[src/rtl/scfifo_flex.sv]
// scfifo_flex: single-clock register-array FIFO with optional first-word-fall-through read,
// programmable almost flags, occupancy count, synchronous flush and sticky error flags.
module scfifo_flex #(
    parameter int ADDR_WIDTH    = 4,
    parameter int DATA_WIDTH    = 8,
    parameter bit FWFT          = 1'b0,
    parameter int AFULL_THRESH  = (2 ** ADDR_WIDTH) - 2,
    parameter int AEMPTY_THRESH = 2
) (
    input  logic                  aclk,
    input  logic                  aresetn,
    input  logic                  flush,
    input  logic [DATA_WIDTH-1:0] data_in,
    input  logic                  push,
    output logic                  full,
    output logic                  afull,
    output logic [DATA_WIDTH-1:0] data_out,
    input  logic                  pull,
    output logic                  empty,
    output logic                  aempty,
    output logic [ADDR_WIDTH:0]   count,
    output logic                  overflow,
    output logic                  underflow
);
    localparam int DEPTH = 2 ** ADDR_WIDTH;
    localparam logic [ADDR_WIDTH:0] DEPTH_C  = (ADDR_WIDTH + 1)'(DEPTH);
    localparam logic [ADDR_WIDTH:0] AFULL_C  = (ADDR_WIDTH + 1)'(AFULL_THRESH);
    localparam logic [ADDR_WIDTH:0] AEMPTY_C = (ADDR_WIDTH + 1)'(AEMPTY_THRESH);

    if (ADDR_WIDTH < 1 || AFULL_THRESH < 1 || AFULL_THRESH > DEPTH - 1 ||
        AEMPTY_THRESH < 1 || AEMPTY_THRESH > DEPTH - 1) begin : g_bad_param
        $error("scfifo_flex: parameter out of range");
    end

    logic [DATA_WIDTH-1:0] mem [DEPTH];
    logic [ADDR_WIDTH-1:0] wrptr, rdptr;
    logic                  pull_ok, push_ok;

    assign empty   = count == '0;
    assign full    = count == DEPTH_C;
    assign afull   = count >= AFULL_C;
    assign aempty  = count <= AEMPTY_C;
    assign pull_ok = pull & ~empty;
    // a full FIFO can still take a word when the head leaves in the same cycle
    assign push_ok = push & (~full | pull_ok);

    always_ff @(posedge aclk or negedge aresetn) begin
        if (!aresetn) begin
            wrptr     <= '0;
            rdptr     <= '0;
            count     <= '0;
            overflow  <= 1'b0;
            underflow <= 1'b0;
        end else if (flush) begin
            wrptr     <= '0;
            rdptr     <= '0;
            count     <= '0;
            overflow  <= 1'b0;
            underflow <= 1'b0;
        end else begin
            if (push_ok) wrptr <= wrptr + ADDR_WIDTH'(1);
            if (pull_ok) rdptr <= rdptr + ADDR_WIDTH'(1);
            count     <= count + {{ADDR_WIDTH{1'b0}}, push_ok} - {{ADDR_WIDTH{1'b0}}, pull_ok};
            overflow  <= overflow | (push & ~push_ok);
            underflow <= underflow | (pull & empty);
        end
    end

    always_ff @(posedge aclk) begin
        if (push_ok && !flush) mem[wrptr] <= data_in;
    end

    if (FWFT) begin : g_fwft
        assign data_out = mem[rdptr];
    end else begin : g_std
        logic [DATA_WIDTH-1:0] dout_q;
        always_ff @(posedge aclk or negedge aresetn) begin
            if (!aresetn) dout_q <= '0;
            else if (flush) dout_q <= '0;
            else if (pull_ok) dout_q <= mem[rdptr];
        end
        assign data_out = dout_q;
    end
endmodule

[config.mk]
export PLATFORM = sky130hd
export DESIGN_NAME = scfifo_flex
export DESIGN_NICKNAME = d
export VERILOG_FILES = /design/src/rtl/scfifo_flex.sv
export SDC_FILE = /design/constraint.sdc
export NUM_CORES = 1
export LEC_CHECK = 0
export CAP_MARGIN = 5
export CORE_ASPECT_RATIO = 1.2
export CORE_MARGIN = 4
export CORE_UTILIZATION = 27
export DETAILED_ROUTE_END_ITERATION = 8
export PLACE_DENSITY_LB_ADDON = 0.3
export SYNTH_ARGS = -nofsm -noshare
export SYNTH_HDL_FRONTEND = slang
export SYNTH_SLANG_ARGS = --single-unit
[constraint.sdc]
create_clock -name aclk -period 6.61 [get_ports aclk]
set_input_delay 0.9915 -clock aclk [delete_from_list [all_inputs] [get_ports aclk]]
set_output_delay 0.9915 -clock aclk [all_outputs]
set_load 0.005 [all_outputs]
==> flow_metrics.tcl <==
set metrics [dict create \
    antennaDiodeCount 0 \
    final_layout_size_suffix_gt1_share_pct 13.6 \
    arrival_ps 3530 \
    drt_iter0_drc 208 \
    clk_latency_ps 420 \
    synth_top_area_cell "edfxtp_1" \
    wl_per_cell_um 19.1 \
    status "completed" \
    core-area_um2 23000 \
    multi_input_area_um2 1740 \
    fin_nets 399 \
    hold_path_class "flop to flop" \
    grt_max_degree 36 \
    seq_area_frac_synth_pct 70.1 \
    power_density_nw_per_um2 341 \
    row_count 61 \
    port_buffers 31 \
    report.final.slew_viol_count 0 \
    ctsResizeCount 0 \
    drc_errors 0 \
    worst_pin_slew_ps 1180 \
    synth_edf_count 128 \
    yosysWarnings 0 \
    rsz0062_at_grt "no" \
    cts_made_buffers 17 \
    routed_wl_um 13400 \
    grt.overflow.total 0 \
    synth_area_leaders "edfxtp_1 61%, dfrtp_1 9.1%, mux4_1 8.3%" \
    grtUsageTotal_pct 10.7 \
    leakage_nw 2.45 \
    clock.fmax_mhz 286 \
    ctsRootBufferMaster "clkbuf_16" \
    cp-end-kind "flop" \
    finalCritPeriodShare_pct 52.9 \
    synth_top_area_share_pct 61.0 \
    drtPass1Iterations 4 \
    synth_area_um2 6310 \
    postLayoutCoreUtil_pct 32.5 \
    peakVddDrop_mv 0.133 \
    grt_pass1_wl_um 20400 \
    drv_cap 0 \
    syn-num-nets 364 \
    critPathKind "input pin to flop" \
    dp_cells 666 \
    avgViaCountPerCell 4.42 \
    r2r_slack_ps 3580 \
    syn_inst 335 \
    die_w_um 148 \
    htreeDepth 4 \
    grt_pass1_vias 3290 \
    synth_flop_cell "edfxtp_1" \
    worst_slack_ps 3110 \
    cts_tree "built" \
    seq_area_um2 4420 \
    setup_viol 0 \
    gp_congestion 0.760 \
    timing_hold_violations_final 0 \
    postRouteAntennaNets 0 \
    vias 3086 \
    fin_skew_ps 5.70 \
    fp.dieH_um 175 \
    area_growth_pct 18.7 \
    ctsHoldBuffers 0 \
    async_flop_share_pct 15.2 \
    dieArea_um2 25900 \
    post-dp-hpwl_um 8940 \
    antenna_found_initial 0 \
    synth_area_per_cell_um2 18.8 \
    yosysMostFrequentCell "edfxtp_1" \
    finalCriticalPeriod_ps 3500 \
    ys_ff_latch 151 \
    post-cts-setup-buffers 0 \
    fin_setup_tns_ps 0 \
    place_ws_ps 2570 \
    ios 32 \
    synth_commonest_cells "128 x edfxtp_1, 24 x nor2_1, 23 x dfrtp_1" \
    fillers 2256 \
    required_ps 6640 \
    cp_max_fo 26 \
    clkTransAtPathRegs_ps 60 \
    synth.distinct_cells 38 \
    max_slew_margin_pct 20.8 \
    instances_no_fill 698 \
    clockBufferDepth 2 \
    cts.sinks 151 \
    initial_core_util_pct 27.4 \
    cp-start-kind "input pin" \
]
-- state kept, by name, indices dropped and copies added, names as in the netlist --
signal / cells
count: 5
wrptr: 4
rdptr: 4
mem: 128
data_out: 8
overflow: 1
underflow: 1
-- path summary, 6_finish.rpt --
| path | depth (start not counted) | startpoint | to |
|---|---|---|---|
| max in group asynchronous | 1 | aresetn | rdptr[1] |
| worst max register to register | 13 | count[2] | count[4] |
| worst min register to register | 2 | underflow | underflow |
| worst min-delay path | 2 | underflow | underflow |
| worst max-delay path | 4 | flush | mem[0][6] |
| min in group asynchronous | 1 | aresetn | underflow |
-- worst max-delay path, cell delays in order --
cell             delay (ps)
clkdlybuf4s50_1         860
a211oi_2                550
nand2_1                 200
nor3_1                  920
-- metrics by stage --
stage	hold WS, ps	total power (W)	area (um2)
2_1_floorplan	486	0.00143	6310
5_1_grt	531	0.00268	7490
4_1_cts	500	0.00259	7490
6_report	493	0.00255	7490
3_3_place_gp	480	0.00162	6900
3_5_place_dp	483	0.00163	6900
-- where the power goes --
part	internal, W	switching (W)
Clock	0.000537	0.000417
Combinational	0.000239	0.000196
Sequential	0.00108	0.0000805
Total	0.00186	0.000694
-- cell families (layout without fill, tap and decap cells) --
| family | count (synthesis) | after routing | share of synthesized area [%] |
|---|---|---|---|
| xor gates and xnor gates | 8 | 8 | 1.11 |
| adders and majority gates | 16 | 16 | 3.29 |
| DFF | 151 | 151 | 70.1 |
| buffers and inverters | 26 | 74 | 2.38 |
| AOI/OAI and AO/OA | 24 | 24 | 2.64 |
| muxes | 49 | 49 | 15.3 |
| and+or+nand+nor | 61 | 61 | 5.18 |
-- final cells by class --
class | count | share of cell area [%]
well taps | 315 | 5.26
multi-input cells | 158 | 23.2
inverters | 11 | 0.551
repair buffers | 31 | 4.14
flip-flops and latches | 151 | 59.0
clock buffers | 17 | 5.68
clock inverters | 15 | 2.12
-- routing by layer --
layer | track usage (%) | wire (um)
met5 | 0 | 0
met3 | 3.38 | 578
met1 | 13.9 | 5920
met4 | 3.03 | 146
met2 | 17.4 | 6720
-- placed cells by master, fill, tap and decap left out, drive strengths merged, types with 4 or more instances in the layout --
| master | Yosys | final |
|---|---|---|
| a21oi | 6 | 6 |
| clkbuf | 5 | 17 |
| clkdlybuf4s50 | 0 | 31 |
| dfrtp | 23 | 23 |
| edfxtp | 128 | 128 |
| ha | 15 | 15 |
| inv | 11 | 22 |
| mux2i | 17 | 17 |
| mux4 | 32 | 32 |
| nand2 | 10 | 10 |
| nand3b | 9 | 9 |
| nor2 | 25 | 25 |
| nor3 | 5 | 5 |
| o21ai | 5 | 5 |
| o221ai | 8 | 8 |
| xnor2 | 4 | 4 |
| xor2 | 4 | 4 |
Note: power is estimated with default switching activity, not from simulation.
